[src/rtl/seg_pkg.sv]
// Shared register map, CTRL field positions, reset constants and bus helpers for ahb_seg_display.
package seg_pkg;

  localparam logic [4:0] OFF_DATA     = 5'h00;
  localparam logic [4:0] OFF_CTRL     = 5'h04;
  localparam logic [4:0] OFF_RAW      = 5'h08;
  localparam logic [4:0] OFF_DIV      = 5'h0C;
  localparam logic [4:0] OFF_BLINKDIV = 5'h10;

  localparam int unsigned CTRL_DOT_LSB   = 0;
  localparam int unsigned CTRL_EN_LSB    = 4;
  localparam int unsigned CTRL_RAW_LSB   = 8;
  localparam int unsigned CTRL_BLINK_LSB = 12;

  localparam logic [7:0]  SEG_RST      = 8'h00;
  localparam logic [3:0]  SEGCS_RST    = 4'hF;
  localparam logic [23:0] BLINKDIV_RST = 24'd4_999_999;

  typedef struct packed {
    logic       valid;
    logic       write;
    logic [2:0] size;
    logic [4:0] addr;
  } ahb_phase_t;

  localparam ahb_phase_t PHASE_IDLE = '0;

  function automatic logic [3:0] lane_mask(input logic [2:0] size, input logic [1:0] addr);
    logic [3:0] m;
    case (size)
      3'd0:    m = 4'b0001 << addr;
      3'd1:    m = addr[1] ? 4'b1100 : 4'b0011;
      default: m = 4'b1111;
    endcase
    return m;
  endfunction

  function automatic logic [31:0] merge_lanes(input logic [31:0] old_v, input logic [31:0] new_v,
                                             input logic [3:0] mask);
    logic [31:0] r;
    r = old_v;
    for (int i = 0; i < 4; i++) begin
      if (mask[i]) r[8*i +: 8] = new_v[8*i +: 8];
    end
    return r;
  endfunction

endpackage

[src/rtl/ahb_seg_display_if.sv]
// AHB-Lite slave bus bundle for ahb_seg_display; master drives requests, slave returns data.
interface ahb_seg_display_if;
  logic        HSEL;
  logic [31:0] HADDR;
  logic [1:0]  HTRANS;
  logic [2:0]  HSIZE;
  logic        HWRITE;
  logic [31:0] HWDATA;
  logic        HREADY;
  logic        HREADYOUT;
  logic [31:0] HRDATA;
  logic        HRESP;

  modport master (
    output HSEL, HADDR, HTRANS, HSIZE, HWRITE, HWDATA, HREADY,
    input  HREADYOUT, HRDATA, HRESP
  );

  modport slave (
    input  HSEL, HADDR, HTRANS, HSIZE, HWRITE, HWDATA, HREADY,
    output HREADYOUT, HRDATA, HRESP
  );
endinterface

[src/rtl/seg_hex_decode.sv]
// Combinational hex-to-7-segment glyph decoder; output is {g,f,e,d,c,b,a}, active-high.
module seg_hex_decode (
  input  logic [3:0] i_nibble,
  output logic [6:0] o_seg
);
  always_comb begin
    o_seg = 7'h00;
    unique case (i_nibble)
      4'h0: o_seg = 7'h3F;
      4'h1: o_seg = 7'h06;
      4'h2: o_seg = 7'h5B;
      4'h3: o_seg = 7'h4F;
      4'h4: o_seg = 7'h66;
      4'h5: o_seg = 7'h6D;
      4'h6: o_seg = 7'h7D;
      4'h7: o_seg = 7'h07;
      4'h8: o_seg = 7'h7F;
      4'h9: o_seg = 7'h6F;
      4'hA: o_seg = 7'h77;
      4'hB: o_seg = 7'h7C;
      4'hC: o_seg = 7'h39;
      4'hD: o_seg = 7'h5E;
      4'hE: o_seg = 7'h79;
      4'hF: o_seg = 7'h71;
    endcase
  end
endmodule

[src/rtl/ahb_seg_display.sv]
// AHB-Lite 4-digit multiplexed 7-segment display controller.
// Define SEG_BLINK_EN to add the CTRL[15:12] blink mask and the BLINKDIV register.
module ahb_seg_display
  import seg_pkg::*;
#(
  parameter logic [15:0] DIV_RST = 16'd49999
) (
  input  logic             HCLK,
  input  logic             HRESET,
  ahb_seg_display_if.slave bus,
  output logic [7:0]       SEG,
  output logic [3:0]       SEGCS
);
`ifdef SEG_BLINK_EN
  localparam int unsigned CtrlW = 16;
`else
  localparam int unsigned CtrlW = 12;
`endif

  ahb_phase_t       r_ph, w_ph_next;
  logic [15:0]      r_data, r_div, r_presc;
  logic [CtrlW-1:0] r_ctrl;
  logic [31:0]      r_raw;
  logic [1:0]       r_idx;
  logic [7:0]       r_seg, w_seg_next;
  logic [3:0]       r_segcs, w_cs_next;

  logic        w_wr, w_wr_div, w_blink_hit;
  logic [4:0]  w_woff;
  logic [3:0]  w_mask, w_nibble, w_en, w_dot, w_rawsel;
  logic [6:0]  w_glyph;
  logic [31:0] w_cur, w_wr_merged;
  logic        w_unused;

  assign w_unused = ^{bus.HADDR[31:5], bus.HTRANS[0]};

  assign bus.HREADYOUT = 1'b1;
  assign bus.HRESP     = 1'b0;

  always_comb begin
    w_ph_next = PHASE_IDLE;
    if (bus.HSEL && bus.HREADY && bus.HTRANS[1]) begin
      w_ph_next.valid = 1'b1;
      w_ph_next.write = bus.HWRITE;
      w_ph_next.size  = bus.HSIZE;
      w_ph_next.addr  = bus.HADDR[4:0];
    end
  end

  always_ff @(posedge HCLK) begin
    if (HRESET) r_ph <= PHASE_IDLE;
    else        r_ph <= w_ph_next;
  end

  assign w_woff   = {r_ph.addr[4:2], 2'b00};
  assign w_wr     = r_ph.valid & r_ph.write;
  assign w_wr_div = w_wr && (w_woff == OFF_DIV);
  assign w_mask   = lane_mask(r_ph.size, r_ph.addr[1:0]);

`ifdef SEG_BLINK_EN
  logic [23:0] r_blinkdiv, r_blink_cnt;
  logic        r_phase;
  logic [3:0]  w_bmask;

  assign w_bmask     = r_ctrl[CTRL_BLINK_LSB +: 4];
  assign w_blink_hit = w_bmask[r_idx] & r_phase;

  always_ff @(posedge HCLK) begin
    if (HRESET) begin
      r_blinkdiv  <= BLINKDIV_RST;
      r_blink_cnt <= '0;
      r_phase     <= 1'b0;
    end else begin
      if (w_wr && (w_woff == OFF_BLINKDIV)) r_blinkdiv <= w_wr_merged[23:0];
      if (r_blink_cnt >= r_blinkdiv) begin
        r_blink_cnt <= '0;
        r_phase     <= ~r_phase;
      end else begin
        r_blink_cnt <= r_blink_cnt + 24'd1;
      end
    end
  end
`else
  assign w_blink_hit = 1'b0;
`endif

  // Unmapped offsets read as zero; the same view feeds the write-lane merge.
  always_comb begin
    w_cur = '0;
    case (w_woff)
      OFF_DATA:     w_cur = {16'h0, r_data};
      OFF_CTRL:     w_cur = {{(32-CtrlW){1'b0}}, r_ctrl};
      OFF_RAW:      w_cur = r_raw;
      OFF_DIV:      w_cur = {16'h0, r_div};
`ifdef SEG_BLINK_EN
      OFF_BLINKDIV: w_cur = {8'h0, r_blinkdiv};
`endif
      default:      w_cur = '0;
    endcase
  end

  assign w_wr_merged = merge_lanes(w_cur, bus.HWDATA, w_mask);
  assign bus.HRDATA  = (r_ph.valid && !r_ph.write) ? w_cur : 32'h0;

  always_ff @(posedge HCLK) begin
    if (HRESET) begin
      r_data <= '0;
      r_ctrl <= '0;
      r_raw  <= '0;
      r_div  <= DIV_RST;
    end else if (w_wr) begin
      case (w_woff)
        OFF_DATA: r_data <= w_wr_merged[15:0];
        OFF_CTRL: r_ctrl <= w_wr_merged[CtrlW-1:0];
        OFF_RAW:  r_raw  <= w_wr_merged;
        OFF_DIV:  r_div  <= w_wr_merged[15:0];
        default:  ;
      endcase
    end
  end

  // A DIV write reloads the prescaler with the new value; a wrap still advances the scan.
  always_ff @(posedge HCLK) begin
    if (HRESET) begin
      r_presc <= DIV_RST;
      r_idx   <= 2'd0;
    end else begin
      if (r_presc == 16'd0) r_idx <= r_idx + 2'd1;
      if (w_wr_div)               r_presc <= w_wr_merged[15:0];
      else if (r_presc == 16'd0)  r_presc <= r_div;
      else                        r_presc <= r_presc - 16'd1;
    end
  end

  assign w_en     = r_ctrl[CTRL_EN_LSB +: 4];
  assign w_dot    = r_ctrl[CTRL_DOT_LSB +: 4];
  assign w_rawsel = r_ctrl[CTRL_RAW_LSB +: 4];
  assign w_nibble = r_data[{r_idx, 2'b00} +: 4];

  seg_hex_decode u_hex (
    .i_nibble(w_nibble),
    .o_seg   (w_glyph)
  );

  always_comb begin
    w_seg_next = SEG_RST;
    w_cs_next  = SEGCS_RST;
    if (w_en[r_idx] && !w_blink_hit) begin
      w_cs_next  = ~(4'b0001 << r_idx);
      w_seg_next = w_rawsel[r_idx] ? r_raw[{r_idx, 3'b000} +: 8] : {w_dot[r_idx], w_glyph};
    end
  end

  // Registered outputs: select and segments switch together on one edge.
  always_ff @(posedge HCLK) begin
    if (HRESET) begin
      r_seg   <= SEG_RST;
      r_segcs <= SEGCS_RST;
    end else begin
      r_seg   <= w_seg_next;
      r_segcs <= w_cs_next;
    end
  end

  assign SEG   = r_seg;
  assign SEGCS = r_segcs;

endmodule

[src/flat_wrapper.sv]
// flat-port wrapper written by rule: the top's interface ports become plain ports
module ahb_seg_display_flat import seg_pkg::*;
#(
  parameter logic [15:0] DIV_RST = 16'd49999
)
  (HCLK, HRESET, SEG, SEGCS, bus_HSEL, bus_HADDR, bus_HTRANS, bus_HSIZE, bus_HWRITE, bus_HWDATA, bus_HREADY, bus_HREADYOUT, bus_HRDATA, bus_HRESP);
  ahb_seg_display_if bus_i ();
  input  logic HCLK;
  input  logic HRESET;
  output logic [7:0] SEG;
  output logic [3:0] SEGCS;
  input wire logic [$bits(bus_i.HSEL)-1:0] bus_HSEL;
  input wire logic [$bits(bus_i.HADDR)-1:0] bus_HADDR;
  input wire logic [$bits(bus_i.HTRANS)-1:0] bus_HTRANS;
  input wire logic [$bits(bus_i.HSIZE)-1:0] bus_HSIZE;
  input wire logic [$bits(bus_i.HWRITE)-1:0] bus_HWRITE;
  input wire logic [$bits(bus_i.HWDATA)-1:0] bus_HWDATA;
  input wire logic [$bits(bus_i.HREADY)-1:0] bus_HREADY;
  output wire logic [$bits(bus_i.HREADYOUT)-1:0] bus_HREADYOUT;
  output wire logic [$bits(bus_i.HRDATA)-1:0] bus_HRDATA;
  output wire logic [$bits(bus_i.HRESP)-1:0] bus_HRESP;
  assign bus_i.HSEL = bus_HSEL;
  assign bus_i.HADDR = bus_HADDR;
  assign bus_i.HTRANS = bus_HTRANS;
  assign bus_i.HSIZE = bus_HSIZE;
  assign bus_i.HWRITE = bus_HWRITE;
  assign bus_i.HWDATA = bus_HWDATA;
  assign bus_i.HREADY = bus_HREADY;
  assign bus_HREADYOUT = bus_i.HREADYOUT;
  assign bus_HRDATA = bus_i.HRDATA;
  assign bus_HRESP = bus_i.HRESP;
  ahb_seg_display #(.DIV_RST(DIV_RST)) u_core (.HCLK(HCLK), .HRESET(HRESET), .bus(bus_i), .SEG(SEG), .SEGCS(SEGCS));
endmodule
[config.mk]
export PLATFORM = sky130hd
export DESIGN_NAME = ahb_seg_display_flat
export DESIGN_NICKNAME = d
export VERILOG_FILES = /design/src/rtl/seg_pkg.sv /design/src/rtl/ahb_seg_display_if.sv /design/src/rtl/seg_hex_decode.sv /design/src/rtl/ahb_seg_display.sv /design/src/flat_wrapper.sv
export SDC_FILE = /design/constraint.sdc
export NUM_CORES = 1
export LEC_CHECK = 0
export CORE_ASPECT_RATIO = 0.8
export CORE_MARGIN = 5
export CORE_UTILIZATION = 53
export CTS_BUF_LIST = sky130_fd_sc_hd__clkbuf_8
export DETAILED_ROUTE_END_ITERATION = 8
export GPL_ROUTABILITY_DRIVEN = 0
export PLACE_DENSITY = 0.83
export SYNTH_ARGS = -nofsm -noshare
export SYNTH_HDL_FRONTEND = slang
export SYNTH_SLANG_ARGS = --single-unit
[constraint.sdc]
create_clock -name HCLK -period 2.9 [get_ports HCLK]
set_input_delay 0.58 -clock HCLK [delete_from_list [all_inputs] [get_ports HCLK]]
set_output_delay 0.58 -clock HCLK [all_outputs]
set_load 0.03 [all_outputs]
Yosys cells after proc, flatten, opt, wreduce, memory -nomap -nowiden --
Memory sizes are Yosys's and may differ from the RTL's. Cells that the tools add are included.
Operators by class: add/subtract/negate cells 2, magnitude comparators 1, equality and inequality tests 4, shift operators 4, multiplexer cells 18, bitwise gates (word level) 4, reductions and logical operators 14
Operator list (count):
- 32-bit one-hot mux with 4 select lines | 1
- 8-bit 2-to-1 mux | 5
- 16-bit 2-to-1 mux | 2
- 32-bit 2-to-1 mux | 1
- 32-bit by 6-bit variable part select with 8-bit output | 1
- 16-bit logical NOT | 1
- 16-bit by 5-bit variable part select with 4-bit output | 1
- 16-bit by 1-bit subtractor with 16-bit output (second input constant) | 1
- 10-bit 2-to-1 mux | 1
- 4-bit one-hot mux with 2 select lines | 1
- 2-bit AND reduction | 4
- 1-bit by 2-bit left shift with 4-bit output (first input constant) | 2
- 1-bit binary-select mux with 2-bit select | 3
- 3-bit by 1-bit equality test with 1-bit output (second input constant) | 2
- 3-bit by 2-bit equality test with 1-bit output (second input constant) | 2
- 5-bit logical NOT | 1
- 1-bit logical AND | 4
- 4-bit 2-to-1 mux | 1
- 4-bit inverter | 1
- 2-bit OR reduction | 2
- 3-bit logical NOT | 1
- 2-bit by 3-bit less-than comparator with 1-bit output (second input constant) | 1
- 1-bit 2-to-1 mux | 3
- 2-bit by 1-bit adder with 2-bit output (second input constant) | 1
- other kinds (3) | 4
Storage, ports and cells: register bits 116, ROM bits 112, output and inout port bits 46, word-level logic and storage cells 60, memories 1
Memory list:
- (no name shown) | words 16, width 7, read ports 1, clocked after memory_dff 0, wr ports 0, line seg_hex_decode.sv:8 | unique case (i_nibble)

Logic depth before layout (Yosys ltp) --
depth after elaboration 4, depth in mapped cells 10, gate-level depth less buffers 8

By module --
From an unflattened synthesis, not the netlist that was laid out.
Unflattened totals: cell total of the unflattened synthesis 610, area total of the unflattened synthesis 5768.0 um^2
Modules (own cells, without submodules):
- ahb_seg_display | times used 1, cells each 577, area each 5481.5 um^2, sequential area each 2322.2 um^2
- seg_hex_decode | times used 1, cells each 33, area each 286.5 um^2, sequential area each 0.0 um^2

Worst setup path after synthesis --
No wires, ideal clock.
kind flip-flop to output port, start register u_core.r_ph[3] (netlist bit), end output port bus_HRDATA[21], arrival time 2.016 ns, data required time 2.320 ns, path slack 0.304 ns, stages on the path, launching flop included 7, path buffers 4, path through dfxtp_1 buf_4 buf_2 buf_2 nor4b_1 clkbuf_1 and2_1
Between the ends: cells in the longest elaborated chain, start to end 3, elaborated cells between the ends (all ways) 6
RTL lines:
- from (decl) | line ahb_seg_display.sv:20 | ahb_phase_t r_ph, w_ph_next;
- from (signal assigned) | line ahb_seg_display.sv:52 | else r_ph <= w_ph_next;
- 3-bit by 2-bit equality test with 1-bit output, or another cell as far along | line ahb_seg_display.sv:90 | case (w_woff)
- 32-bit one-hot mux with 4 select lines (*) | line ahb_seg_display.sv:90
- 32-bit 2-to-1 mux (*) | line ahb_seg_display.sv:103 | assign bus.HRDATA = (r_ph.valid && !r_ph.write) ? w_cur : 32'h0;
- to (decl) | line flat_wrapper.sv:20 | output wire logic [$bits(bus_i.HRDATA)-1:0] bus_HRDATA;
Mark *: on every way between the ends. The rest lies on a longest branch, timed or not.

Worst setup path after layout --
start register u_core.r_ph[2] (netlist bit), end output port bus_HRDATA[8]
The elaborated chain is that of the path after synthesis.

==> impl_metrics.xml <==
<?xml version="1.0" encoding="UTF-8"?>
<metrics>
  <group name="global_routing">
    <metric name="globalRoute.busiestLayer" unit="">met2</metric>
    <metric name="largest_net_degree_at_the_start_of_global_routing" unit="">80</metric>
    <metric name="grt_antenna_before_repair" unit="">0</metric>
    <metric name="first_global_vias" unit="">5348</metric>
    <metric name="first_pass_grt_wire_length" unit="mm">27.4</metric>
    <metric name="groute.layer.met2.usage" unit="%">39.8</metric>
    <metric name="use_met3" unit="%">6.83</metric>
    <metric name="globalRouteTotalUtil" unit="%">25.9</metric>
    <metric name="met1_track_demand_over_resource_in_global_routing" unit="%">34.8</metric>
    <metric name="grt_overflow_total" unit="">0</metric>
  </group>
  <group name="power_and_ir_drop">
    <metric name="p_int" unit="uW">2580</metric>
    <metric name="max-vdd-ir-drop" unit="mV">0.341</metric>
    <metric name="seq_pwr_share" unit="%">48.1</metric>
    <metric name="clkPwrFrac" unit="%">47.0</metric>
    <metric name="power.share.combinational" unit="%">4.9</metric>
    <metric name="switching_power" unit="uW">758</metric>
    <metric name="switching_share" unit="%">22.7</metric>
    <metric name="static-leakage-power" unit="uW">0.00255</metric>
    <metric name="total_power" unit="uW">3340</metric>
    <metric name="power_density" unit="nW/um^2">463</metric>
  </group>
  <group name="floorplan">
    <metric name="initial_utilization" unit="%">54.3</metric>
    <metric name="num_io_pins" unit="">120</metric>
    <metric name="fp.coreArea" unit="sq um">10900</metric>
    <metric name="die-area" unit="sq um">13400</metric>
    <metric name="chipHeight" unit="um">104</metric>
    <metric name="chipWidth" unit="um">128</metric>
    <metric name="core.rowCount" unit="">34</metric>
  </group>
  <group name="setup_path">
    <metric name="required_time_of_the_worst_setup_path" unit="ns">2.32</metric>
    <metric name="critPathLaunchType" unit="">register</metric>
    <metric name="cp.arrival" unit="ns">2.20</metric>
    <metric name="endpoint_kind" unit="">output pin</metric>
    <metric name="setup.worst_path.class" unit="">reg2out</metric>
    <metric name="critical_path_peak_fanout" unit="">16</metric>
    <metric name="capture_instance_of_the_worst_register_to_register_path" unit="">u_core.r_presc[7]$_SDFF_PP0_</metric>
    <metric name="worst-r2r-cell-count" unit="">7</metric>
    <metric name="worst_r2r_startpoint" unit="">u_core.r_presc[0]$_SDFF_PP1_</metric>
    <metric name="r2r_setup_slack" unit="ns">0.40</metric>
  </group>
  <group name="timing">
    <metric name="setup_ws" unit="ns">0.118</metric>
    <metric name="worst_slew_margin_rel" unit="%">37.8</metric>
    <metric name="tns" unit="ns">0</metric>
    <metric name="rsz0062_at_grt" unit="">no</metric>
    <metric name="fin_skew" unit="ns">0.00876</metric>
    <metric name="timing.final.crit_share" unit="%">95.9</metric>
    <metric name="hold_viol_final" unit="">0</metric>
    <metric name="drv_slew" unit="">0</metric>
    <metric name="finalSetupViolCount" unit="">0</metric>
    <metric name="min_period" unit="ns">2.78</metric>
    <metric name="max_clock_freq" unit="MHz">359</metric>
    <metric name="worst_pin_slew" unit="ns">0.925</metric>
  </group>
  <group name="logic_synthesis">
    <metric name="synth.avg_cell_area" unit="sq um">9.29</metric>
    <metric name="netlist.top_cell.by_area" unit="">sky130_fd_sc_hd__dfxtp_1</metric>
    <metric name="synth.lib_cells_used.distinct" unit="">59</metric>
    <metric name="share_of_flip_flops_with_an_asynchronous_set_or_reset_after_synthesis" unit="%">0</metric>
    <metric name="yosys_warnings" unit="">0</metric>
    <metric name="synth.yosys.seq_area_share" unit="%">39.3</metric>
    <metric name="synth.ff_latch_count" unit="">116</metric>
    <metric name="synth_area_leaders" unit="">sky130_fd_sc_hd__dfxtp_1, sky130_fd_sc_hd__mux4_2, sky130_fd_sc_hd__a211oi_1, sky130_fd_sc_hd__nor2_1, sky130_fd_sc_hd__mux2i_1</metric>
    <metric name="syn-instance-count" unit="">636</metric>
    <metric name="synth.net_count" unit="">723</metric>
    <metric name="synthesized_cell_area" unit="sq um">5910</metric>
    <metric name="synth_ff_type" unit="">sky130_fd_sc_hd__dfxtp_1</metric>
    <metric name="yosys.area.top_type_share" unit="%">39.3</metric>
    <metric name="synth_edf_count" unit="">0</metric>
  </group>
  <group name="clocking">
    <metric name="htree_levels" unit="">4</metric>
    <metric name="ctsLongestPathBuffers" unit="">2</metric>
    <metric name="cell_chosen_for_the_clock_root" unit="">sky130_fd_sc_hd__clkbuf_8</metric>
    <metric name="insertion_delay" unit="ns">0.45</metric>
    <metric name="cts.reportedPaths.clkPinSlew" unit="ns">0.07</metric>
    <metric name="clock_sink_count" unit="">116</metric>
    <metric name="cts_tree" unit="">yes</metric>
    <metric name="cts_inserted_buffers" unit="">17</metric>
    <metric name="cts_post_setup_buffers_inserted" unit="">0</metric>
    <metric name="cts_hold_buffers" unit="">0</metric>
  </group>
  <group name="drt">
    <metric name="routed_wirelength" unit="mm">17.3</metric>
    <metric name="drt_first_iter_violations" unit="">560</metric>
    <metric name="wire_per_inst" unit="um">20.0</metric>
    <metric name="num_vias" unit="">5407</metric>
    <metric name="route.antenna.remaining_nets" unit="">0</metric>
    <metric name="drc" unit="">0</metric>
    <metric name="drt-vias-per-instance" unit="">6.24</metric>
    <metric name="drt_first_pass_iters" unit="">5</metric>
  </group>
  <group name="final_layout">
    <metric name="diodes" unit="">0</metric>
    <metric name="design_area" unit="sq um">7220</metric>
    <metric name="layout-drive-gt1-share" unit="%">15.2</metric>
    <metric name="area.growth.synth_to_final" unit="%">22.1</metric>
    <metric name="layout.nets" unit="">796</metric>
  </group>
  <group name="place">
    <metric name="detailed_place_hpwl" unit="mm">12.6</metric>
    <metric name="place.port_buffers" unit="">89</metric>
    <metric name="dpl_worst_slack" unit="ns">0.437</metric>
    <metric name="placedInstanceArea" unit="sq um">6810</metric>
  </group>
  <group name="run_status">
    <metric name="run_status" unit="">finished clean</metric>
  </group>
  <group name="flow_run">
    <metric name="drv.max_cap_violation_count" unit="">0</metric>
  </group>
  <group name="worst_hold_path">
    <metric name="whs_endpoint" unit="">u_core.r_div[9]$_SDFFE_PP1P_</metric>
    <metric name="min_delay_path_depth" unit="">1</metric>
    <metric name="start_point_of_the_worst_hold_path" unit="">u_core.r_div[9]$_SDFFE_PP1P_</metric>
    <metric name="min-delay-path-class" unit="">reg2reg</metric>
  </group>
</metrics>
[cell usage after synthesis, types with 4 or more instances]
cell type / instances
sky130_fd_sc_hd__and2_1: 39
sky130_fd_sc_hd__dfxtp_1: 116
sky130_fd_sc_hd__a21oi_1: 28
sky130_fd_sc_hd__o21ai_0: 27
sky130_fd_sc_hd__or3_1: 5
sky130_fd_sc_hd__nand3_1: 7
sky130_fd_sc_hd__nand2_1: 27
sky130_fd_sc_hd__a211o_1: 11
sky130_fd_sc_hd__clkbuf_1: 32
sky130_fd_sc_hd__nor2_1: 93
sky130_fd_sc_hd__inv_1: 13
sky130_fd_sc_hd__nor3_1: 9
sky130_fd_sc_hd__mux4_2: 25
sky130_fd_sc_hd__a211oi_1: 48
sky130_fd_sc_hd__a31oi_1: 7
sky130_fd_sc_hd__a22oi_1: 13
sky130_fd_sc_hd__buf_6: 4
sky130_fd_sc_hd__xnor2_1: 8
sky130_fd_sc_hd__buf_2: 9
sky130_fd_sc_hd__nor3b_1: 4
sky130_fd_sc_hd__o22ai_1: 6
sky130_fd_sc_hd__ha_1: 13
sky130_fd_sc_hd__mux2i_1: 28
[state kept, by name (all words and copies together) (netlist names)]
register	count
u_core.SEG	8
u_core.SEGCS	4
u_core.r_ctrl	12
u_core.r_data	16
u_core.r_div	16
u_core.r_idx	2
u_core.r_ph	10
u_core.r_presc	16
u_core.r_raw	32
[repair_timing]
action                                  CTS  global route
pin swaps                                 0             0
endpoints found under the hold margin     0             0
endpoints found under the setup margin    6             1
resized for setup                         6             1
[per-layer routing]
layer / part of all wire [%] / vias to the layer above
li1: - / 2465
met1: 41 / 2604
met2: 47 / 298
met3: 9.6 / 40
met4: 2.6 / 0
met5: 0 / -
[power by group through the flow]
| stage | logic (uW) | registers (uW) | clock network, uW |
|---|---|---|---|
| 2_1_floorplan | 76.7 | 1640 | 0 |
| 3_3_place_gp | 156 | 1640 | 0 |
| 3_5_place_dp | 160 | 1640 | 0 |
| 4_1_cts | 162 | 1610 | 1570 |
| 5_1_grt | 175 | 1610 | 1660 |
| 6_report | 164 | 1610 | 1570 |
[worst max-delay path, stage by stage, from the launching register on]
cell and delay (ns):
sky130_fd_sc_hd__dfxtp_1 0.70, sky130_fd_sc_hd__buf_4 0.33, sky130_fd_sc_hd__mux4_2 0.37, sky130_fd_sc_hd__and2_1 0.19, sky130_fd_sc_hd__buf_4 0.17
[placed cells by master, fill, tap and decap left out, types with 4 or more instances in the layout]
cell type | Yosys | final
sky130_fd_sc_hd__dfxtp_1 | 116 | 116
sky130_fd_sc_hd__nor2_1 | 93 | 93
sky130_fd_sc_hd__clkdlybuf4s50_1 | 0 | 56
sky130_fd_sc_hd__a211oi_1 | 48 | 48
sky130_fd_sc_hd__buf_4 | 3 | 40
sky130_fd_sc_hd__and2_1 | 39 | 39
sky130_fd_sc_hd__mux2i_1 | 28 | 28
sky130_fd_sc_hd__a21oi_1 | 28 | 28
sky130_fd_sc_hd__o21ai_0 | 27 | 27
sky130_fd_sc_hd__nand2_1 | 27 | 27
sky130_fd_sc_hd__mux4_2 | 25 | 25
sky130_fd_sc_hd__clkbuf_8 | 1 | 20
sky130_fd_sc_hd__inv_1 | 13 | 16
sky130_fd_sc_hd__a22oi_1 | 13 | 13
sky130_fd_sc_hd__ha_1 | 13 | 13
sky130_fd_sc_hd__a211o_1 | 11 | 11
sky130_fd_sc_hd__nor3_1 | 9 | 8
sky130_fd_sc_hd__xnor2_1 | 8 | 8
sky130_fd_sc_hd__nand3_1 | 7 | 7
sky130_fd_sc_hd__a31oi_1 | 7 | 7
sky130_fd_sc_hd__o22ai_1 | 6 | 6
sky130_fd_sc_hd__dlygate4sd2_1 | 0 | 6
sky130_fd_sc_hd__or3_1 | 5 | 5
sky130_fd_sc_hd__clkinv_2 | 0 | 4
[kinds of logic (layout without fill, tap and decap cells)]
logic type,count (synthesis),in the layout,share of synthesized area [%]
AOI/OAI and AO/OA,167,167,19.1
adders and majority gates,13,13,2.75
buffers and inverters,64,150,5.12
DFF,116,116,39.3
other,2,2,0.127
xor gates and xnor gates,9,9,1.33
and+or+nand+nor,209,209,17.4
muxes,56,56,14.8
[per-stage QoR]
step                      util [%]  hold slack (ns)  std cells
after global routing          66.3            0.532        866
after CTS                     66.2            0.502        866
after floorplan                  -            0.446        636
final                         66.3            0.502        866
after global placement        62.5            0.489        834
after detailed placement      62.5            0.479        834
[how the worst max path moves through the flow]
stage                                    from  cells after the start  slack [ns]        endpoint
global placement    u_core.r_ph[3]$_SDFF_PP0_                      4        0.44   bus_HRDATA[3]
finish              u_core.r_ph[2]$_SDFF_PP0_                      4        0.12   bus_HRDATA[8]
floorplan           u_core.r_ph[3]$_SDFF_PP0_                      6        0.30  bus_HRDATA[21]
detailed placement  u_core.r_ph[3]$_SDFF_PP0_                      4        0.44   bus_HRDATA[3]
global route        u_core.r_ph[2]$_SDFF_PP0_                      4        0.08   bus_HRDATA[8]
CTS                 u_core.r_ph[3]$_SDFF_PP0_                      4       0.001   bus_HRDATA[4]
[layout make-up]
class	instances	area [sq um]
sequential	116	2320
clock buffer	20	275
fill	854	3670
tap	144	180
timing repair buffer	105	951
multi-input combinational	456	3300
clock inverter	12	138
inverter	13	48.8
Power figures use the tool's default switching activity.
